[config.mk]
export PLATFORM = sky130hd
export DESIGN_NAME = uart_rx_core
export DESIGN_NICKNAME = d
export VERILOG_FILES = /design/src/rtl/uart_rx_core.sv
export SDC_FILE = /design/constraint.sdc
export NUM_CORES = 1
export LEC_CHECK = 0
export ABC_AREA = 0
export CAP_MARGIN = 20
export CORE_MARGIN = 4
export CORE_UTILIZATION = 56
export CTS_CLUSTER_DIAMETER = 200
export DETAILED_ROUTE_END_ITERATION = 10
export PLACE_DENSITY = 0.78
export SLEW_MARGIN = 20
export SYNTH_ARGS = -nofsm -noshare
export SYNTH_HDL_FRONTEND = slang
export SYNTH_SLANG_ARGS = --single-unit
export TNS_END_PERCENT = 30
[constraint.sdc]
create_clock -name clk -period 2.6 [get_ports clk]
set_input_delay 0.39 -clock clk [delete_from_list [all_inputs] [get_ports clk]]
set_output_delay 0.39 -clock clk [all_outputs]
set_load 0.05 [all_outputs]
[src/rtl/uart_rx_core.sv]
// uart_rx_core: parametrised UART receiver. Oversamples the synchronised
// serial line with a baud counter, assembles LSB-first data words with
// optional parity and one or two stop bits, and hands each word to the
// application through a one-deep valid/ready holding register with
// parity/framing status, overrun and break indications.
module uart_rx_core #(
  parameter int CLK_FREQ    = 125000000,
  parameter int BAUD        = 115200,
  parameter int DATA_BITS   = 8,
  parameter int PARITY      = 0,
  parameter int STOP_BITS   = 1,
  parameter int SYNC_STAGES = 2
) (
  input  logic                 clk,
  input  logic                 reset,
  input  logic                 uart_rx,
  output logic [DATA_BITS-1:0] out_data,
  output logic                 out_perr,
  output logic                 out_ferr,
  output logic                 out_valid,
  input  logic                 out_ready,
  output logic                 overrun,
  output logic                 break_det,
  output logic                 busy
);

  localparam int CLKS_PER_BIT = CLK_FREQ / BAUD;
  localparam int HALF         = CLKS_PER_BIT / 2;
  localparam int CNT_W        = $clog2(CLKS_PER_BIT);

  localparam logic [CNT_W-1:0] BIT_LAST  = CNT_W'(CLKS_PER_BIT - 1);
  localparam logic [CNT_W-1:0] HALF_LAST = CNT_W'(HALF - 1);
  localparam logic [3:0]       DATA_LAST = 4'(DATA_BITS - 1);
  localparam logic [3:0]       STOP_LAST = 4'(STOP_BITS - 1);

  typedef enum logic [2:0] {
    S_IDLE,
    S_START,
    S_DATA,
    S_PARITY,
    S_STOP,
    S_WAIT_IDLE
  } state_e;

  // Line synchroniser and the synchronised line value used everywhere.
  logic [SYNC_STAGES-1:0] sync_q;
  logic                   rxs;

  // Receive FSM and datapath registers.
  state_e                 state_q, state_d;
  logic [CNT_W-1:0]       baud_cnt_q, baud_cnt_d;
  logic [3:0]             bit_cnt_q, bit_cnt_d;
  logic [DATA_BITS-1:0]   shift_q, shift_d;
  logic                   par_bit_q, par_bit_d;
  logic                   ferr_acc_q, ferr_acc_d;

  // Holding register and one-cycle indications.
  logic [DATA_BITS-1:0]   out_data_q, out_data_d;
  logic                   out_perr_q, out_perr_d;
  logic                   out_ferr_q, out_ferr_d;
  logic                   out_valid_q, out_valid_d;
  logic                   overrun_q, overrun_d;
  logic                   break_q, break_d;

  // Frame-completion decisions made on the final stop sample.
  logic                   bit_tick;
  logic                   stop_bad;
  logic                   par_err;
  logic                   word_done;
  logic                   word_brk;

  // Shift the asynchronous line through SYNC_STAGES flops; reset to idle-high.
  always_ff @(posedge clk) begin
    if (reset) begin
      sync_q <= '1;
    end else begin
      sync_q <= {sync_q[SYNC_STAGES-2:0], uart_rx};
    end
  end

  assign rxs      = sync_q[SYNC_STAGES-1];
  assign bit_tick = (baud_cnt_q == BIT_LAST);
  // Any stop sample low so far, including the one being taken this cycle.
  assign stop_bad = ferr_acc_q | ~rxs;
  assign par_err  = (PARITY != 0) && ((^{shift_q, par_bit_q}) != (PARITY == 1));

  // Next-state logic: frame sequencing, bit sampling and completion events.
  always_comb begin
    // NOTE: every variable gets a default before the case so no path leaves
    // it unassigned; an unassigned path would infer a latch.
    state_d    = state_q;
    baud_cnt_d = baud_cnt_q;
    bit_cnt_d  = bit_cnt_q;
    shift_d    = shift_q;
    par_bit_d  = par_bit_q;
    ferr_acc_d = ferr_acc_q;
    word_done  = 1'b0;
    word_brk   = 1'b0;

    case (state_q)
      S_IDLE: begin
        if (!rxs) begin
          baud_cnt_d = '0;
          state_d    = S_START;
        end
      end

      S_START: begin
        if (baud_cnt_q == HALF_LAST) begin
          baud_cnt_d = '0;
          bit_cnt_d  = '0;
          // A line that is high again at mid start bit was only a glitch.
          state_d    = rxs ? S_IDLE : S_DATA;
        end else begin
          baud_cnt_d = baud_cnt_q + 1'b1;
        end
      end

      S_DATA: begin
        if (bit_tick) begin
          baud_cnt_d = '0;
          shift_d    = {rxs, shift_q[DATA_BITS-1:1]};
          if (bit_cnt_q == DATA_LAST) begin
            bit_cnt_d  = '0;
            ferr_acc_d = 1'b0;
            state_d    = (PARITY != 0) ? S_PARITY : S_STOP;
          end else begin
            bit_cnt_d = bit_cnt_q + 1'b1;
          end
        end else begin
          baud_cnt_d = baud_cnt_q + 1'b1;
        end
      end

      S_PARITY: begin
        if (bit_tick) begin
          baud_cnt_d = '0;
          par_bit_d  = rxs;
          state_d    = S_STOP;
        end else begin
          baud_cnt_d = baud_cnt_q + 1'b1;
        end
      end

      S_STOP: begin
        if (bit_tick) begin
          baud_cnt_d = '0;
          ferr_acc_d = stop_bad;
          if (bit_cnt_q == STOP_LAST) begin
            bit_cnt_d = '0;
            // Leave on the final stop sample rather than the end of the bit,
            // so a back-to-back start edge is never missed.
            if (stop_bad && (shift_q == '0) && ((PARITY == 0) || !par_bit_q)) begin
              word_brk = 1'b1;
              state_d  = S_WAIT_IDLE;
            end else begin
              word_done = 1'b1;
              state_d   = stop_bad ? S_WAIT_IDLE : S_IDLE;
            end
          end else begin
            bit_cnt_d = bit_cnt_q + 1'b1;
          end
        end else begin
          baud_cnt_d = baud_cnt_q + 1'b1;
        end
      end

      S_WAIT_IDLE: begin
        // A line still held low must not be mistaken for a new start bit.
        if (rxs) begin
          state_d = S_IDLE;
        end
      end

      default: begin
        state_d = S_IDLE;
      end
    endcase
  end

  // Holding-register update: load on completion, drop on acceptance, flag drops.
  always_comb begin
    out_data_d  = out_data_q;
    out_perr_d  = out_perr_q;
    out_ferr_d  = out_ferr_q;
    out_valid_d = out_valid_q;
    overrun_d   = 1'b0;
    break_d     = word_brk;

    if (word_done) begin
      // Accepting the old word in the same cycle frees the slot for the new one.
      if (!out_valid_q || out_ready) begin
        out_data_d  = shift_q;
        out_perr_d  = par_err;
        out_ferr_d  = stop_bad;
        out_valid_d = 1'b1;
      end else begin
        overrun_d = 1'b1;
      end
    end else if (out_valid_q && out_ready) begin
      out_valid_d = 1'b0;
    end
  end

  // State register for the FSM, datapath and holding register.
  always_ff @(posedge clk) begin
    // NOTE: sequential state uses non-blocking assignments so every register
    // samples its _d value from before the edge, independent of statement order.
    if (reset) begin
      state_q     <= S_IDLE;
      baud_cnt_q  <= '0;
      bit_cnt_q   <= '0;
      shift_q     <= '0;
      par_bit_q   <= 1'b0;
      ferr_acc_q  <= 1'b0;
      out_data_q  <= '0;
      out_perr_q  <= 1'b0;
      out_ferr_q  <= 1'b0;
      out_valid_q <= 1'b0;
      overrun_q   <= 1'b0;
      break_q     <= 1'b0;
    end else begin
      state_q     <= state_d;
      baud_cnt_q  <= baud_cnt_d;
      bit_cnt_q   <= bit_cnt_d;
      shift_q     <= shift_d;
      par_bit_q   <= par_bit_d;
      ferr_acc_q  <= ferr_acc_d;
      out_data_q  <= out_data_d;
      out_perr_q  <= out_perr_d;
      out_ferr_q  <= out_ferr_d;
      out_valid_q <= out_valid_d;
      overrun_q   <= overrun_d;
      break_q     <= break_d;
    end
  end

  assign out_data  = out_data_q;
  assign out_perr  = out_perr_q;
  assign out_ferr  = out_ferr_q;
  assign out_valid = out_valid_q;
  assign overrun   = overrun_q;
  assign break_det = break_q;
  assign busy      = (state_q != S_IDLE);

endmodule
* After elaboration in Yosys (flattened, before gate mapping)
Cells that the tools add are included.
** Cells by class
- Eq/ne operators :: 17
- Muxes and demuxes :: 35
- Bitwise operators :: 6
- Reductions and logical operators :: 22
- Add/sub/neg operators :: 2
** Operators with widths (number)
- $mux 11 :: 3
- $pmux 11 s3 :: 1
- $mux 3 :: 10
- $mux 4 :: 5
- $pmux 3 s6 :: 1
- $ne 2x2->1 const B :: 8
- $mux 1 :: 12
- $pmux 4 s3 :: 1
- $add 11x1->11 const B :: 1
- $eq 11x10->1 const B :: 1
- $eq 11x11->1 const B :: 1
- $reduce_bool 3->1 :: 3
- $logic_not 8->1 :: 1
- $reduce_and 2->1 :: 4
- $reduce_and 4->1 :: 2
- $reduce_and 8->1 :: 1
- $eq 3x2->1 const B :: 2
- $eq 3x3->1 const B :: 2
- $not 1->1 :: 5
- $add 4x1->4 const B :: 1
- $eq 4x3->1 const B :: 1
- $logic_not 4->1 :: 1
- $reduce_bool 2->1 :: 2
- $reduce_or 4->1 :: 1
- 11 further kinds :: 12
** Storage, ports and cells
- Bits of input ports :: 4
- Bits in registers :: 41

* Depth between registers and ports, before layout
- Word-level depth :: 9
- Mapped depth :: 9
- Mapped depth without buffers :: 7

* Worst setup path before layout
Ideal clock, no wire load.
- Kind :: reg2reg
- Start :: register baud_cnt_q[6]
- End :: register bit_cnt_q[0]
- Buffers on the path :: 2
- Setup time :: 0.067 ns
- Setup slack :: 0.274 ns
- Arrival :: 2.259 ns
- Cell stages (with the launch flop) :: 8
- Path through :: dfxtp_1 > or3_1 > buf_2 > or4_4 > or3_1 > buf_2 > a2111o_1 > a21oi_2
** Between the ends
- Word-level cells in the longest chain between the ends :: 3
- Elaborated cells on any way between the ends :: 6
- Those cells by class :: 5 x eq/ne; 1 x reduce/logical
** RTL lines
- start: declaration :: line 51 : logic [CNT_W-1:0] baud_cnt_q, baud_cnt_d;
- start signal: assignment :: line 224 : baud_cnt_q <= baud_cnt_d;
- $eq 11x10->1 / $eq 11x11->1 (equally long branches) :: line 109, 82
- $ne 2x2->1 (no source line)
- $reduce_and 4->1 (no source line) (*)
- end signal: assignment :: line 225 : bit_cnt_q <= bit_cnt_d;
- end: declaration :: line 52 : logic [3:0] bit_cnt_q, bit_cnt_d;
Every way passes the cells marked *; elsewhere a longest branch is shown, timed or not.
A chain may end at the register's enable or synchronous reset.

* Worst setup path after layout
Ends and elaborated chain as after synthesis.

==> results.json <==
{
  "status": "completed",
  "gr-total-overflow": 0,
  "start_util": 0.576,
  "ant_nets": 0,
  "fin_nets": 280,
  "fillers": 296,
  "drtIter0Drc": 197,
  "crit_path_top_delay_cell": "or4_4",
  "end_kind": "flip-flop",
  "grt_pass1_wl_um": 7680,
  "cts_hold_buf": 0,
  "internal-power_mw": 1.06,
  "grt.total_usage": 0.190,
  "cts_tree": "yes",
  "cts.path.max_buffers": 2,
  "tns_ns": 0,
  "syn_area_um2": 2110,
  "drive_gt1_frac": 0.107,
  "setup_viol": 0,
  "critPathTopFamily": "simple AND/OR/NAND/NOR gates",
  "num_rows": 22,
  "dr.pass1.iters": 4,
  "crit_required_ns": 2.83,
  "power_switching_uw": 606,
  "htree_levels": 2,
  "syn_inst": 253,
  "p_comb_frac": 0.311,
  "synth-async-reset-ratio": 0,
  "crit_chain": "or3_1 -> or4_4 -> or3_1 -> a2111o_1 -> a21oi_2",
  "yosysMostFrequentCell": "dfxtp_1",
  "synth_cell_type_count": 52,
  "dieArea_um2": 4810,
  "worst-path-max-fanout": 8,
  "insertedDiodeCount": 0,
  "via_per_inst": 5.81,
  "ys_ff_latch": 41,
  "cts-root-buf": "clkbuf_8",
  "vdd_drop_max_v": 0.000482,
  "hold_class": "flip-flop to flip-flop",
  "area_delta_synth_final_pct": 15.5,
  "postLayoutCoreUtil": 0.665,
  "synthTopCellsByArea": "dfxtp_1, mux2i_1, nor2_1",
  "hold_viol_final": 0,
  "grt_max_degree": 39,
  "wl_per_cell_um": 13.9,
  "cts_made_buffers": 5,
  "vias": 1858,
  "crit_type": "flip-flop to flip-flop",
  "critical_path_buf_inv_count": 0,
  "clk_pin_slew_worst_paths_ns": 0.08,
  "power_frac_seq": 0.431,
  "drc_errors": 0,
  "die_h_um": 69.3,
  "ys.flop_type": "dfxtp_1",
  "post_cts_buffers": 0,
  "grt_pass1_vias": 1679,
  "fin_ws_ns": 0.159,
  "power_density_nw_per_um2": 685,
  "fin_crit_ns": 2.44,
  "insertion_delay_ns": 0.29,
  "slew_violations": 0,
  "worstPathArrival_ns": 2.67,
  "switching_share": 0.363,
  "globalplace.congestion": 0.852,
  "clock_skew_ns": 0.00858,
  "total_power_mw": 1.67,
  "hpwl_um": 3070,
  "synth-edff-count": 0,
  "cts_resized": 0,
  "crit_top_cell": "or3_1",
  "fmaxAchievable_mhz": 410,
  "crit_path_start_kind": "flip-flop",
  "max_stage_delay_ns": 0.56,
  "coreArea_um2": 3660,
  "yosysTopAreaCell": "dfxtp_1",
  "routed_wl_um": 4440,
  "ys_seq_area_frac": 0.390,
  "p_leak_nw": 0.905,
  "clkSinkCount": 41,
  "tightestPinTransition_ns": 0.570,
  "cap_violations": 0,
  "antenna_found_initial": 0,
  "ioPinCount": 18,
  "portBuffers": 16,
  "syn_avg_cell_area_um2": 8.33,
  "dp_slack_ns": 0.182,
  "power_frac_clock": 0.258,
  "dieWidth_um": 69.3,
  "yosysWarnings": 0,
  "slew_headroom": 0.617,
  "synthTopCellsByCount": "dfxtp_1, nor2_1, nand2_1",
  "rsz0062_at_grt": "no",
  "synth.top_cell.area_share": 0.390,
  "syn-num-nets": 262,
  "fin_crit_sh": 0.939
}
==> registers in the layout, indices dropped and copies added (netlist names) <==
| signal | flops |
|---|---|
| break_det | 1 |
| sync_q | 2 |
| baud_cnt_q | 11 |
| out_ferr | 1 |
| shift_q | 8 |
| bit_cnt_q | 4 |
| out_data | 8 |
| out_valid | 1 |
| state_q | 3 |
| overrun | 1 |
| ferr_acc_q | 1 |
==> logic make-up (layout without fill, tap and decap cells) <==
family | Yosys count | after routing | synth area share
AND/OR/NAND/NOR | 121 | 121 | 0.300
AO/OA/AOI/OAI | 43 | 43 | 0.144
flip-flops | 41 | 41 | 0.390
buffers and inverters | 23 | 42 | 0.0451
multiplexers | 18 | 18 | 0.0855
adder cells (fa/ha/maj) | 5 | 5 | 0.0297
other | 1 | 1 | 0.00178
XOR/XNOR | 1 | 1 | 0.00416
==> layout by cell type (no fill, tap or decap), drive strengths merged, types with 7 or more instances in the layout <==
cell,count
a21oi,9
buf,10
clkdlybuf4s50,16
dfxtp,41
inv,7
mux2i,18
nand2,25
nand3,13
nor2,32
nor3,9
o21ai,7
==> per-stage QoR <==
stage,hold WS [ns],instance area [um2],std cells
6_report,0.413,2430,320
5_1_grt,0.424,2430,320
4_1_cts,0.411,2430,320
3_5_place_dp,0.392,2340,312
3_3_place_gp,0.393,2340,312
2_1_floorplan,0.389,2110,253
==> power by group through the flow <==
| stage | clock, mW | combinational (mW) | sequential (mW) |
|---|---|---|---|
| after floorplan | 0 | 0.398 | 0.691 |
| after detailed placement | 0 | 0.513 | 0.731 |
| after global placement | 0 | 0.510 | 0.729 |
| final | 0.430 | 0.518 | 0.718 |
| after CTS | 0.443 | 0.515 | 0.715 |
| after global routing | 0.477 | 0.569 | 0.725 |
==> metal layers <==
metal | vias up | track usage | part of all wire
met5 | - | 0 | 0
met4 | 0 | 0.0651 | 0.0097
met3 | 4 | 0.0435 | 0.040
met2 | 48 | 0.271 | 0.44
met1 | 857 | 0.279 | 0.51
li1 | 949 | - | -
==> final cells by class <==
cell class	instances	area [um2]	area share
Timing Repair Buffer	26	235	0.0967
Inverter	8	30.0	0.0123
Clock inverter	2	13.8	0.00566
Tap cell	48	60.1	0.0247
Multi-Input combinational cell	189	1190	0.489
Clock buffer	6	82.6	0.0339
Sequential cell	41	821	0.337
==> path summary, 6_finish.rpt <==
kind / from / end / slack, ns / depth (start not counted)
min reg2reg: sync_q[0] / sync_q[1] / 0.41 / 1
min: sync_q[0] / sync_q[1] / 0.41 / 1
max: baud_cnt_q[6] / bit_cnt_q[0] / 0.16 / 5
max reg2reg: baud_cnt_q[6] / bit_cnt_q[0] / 0.16 / 5
No activity file was read; power rests on OpenSTA's default activity.
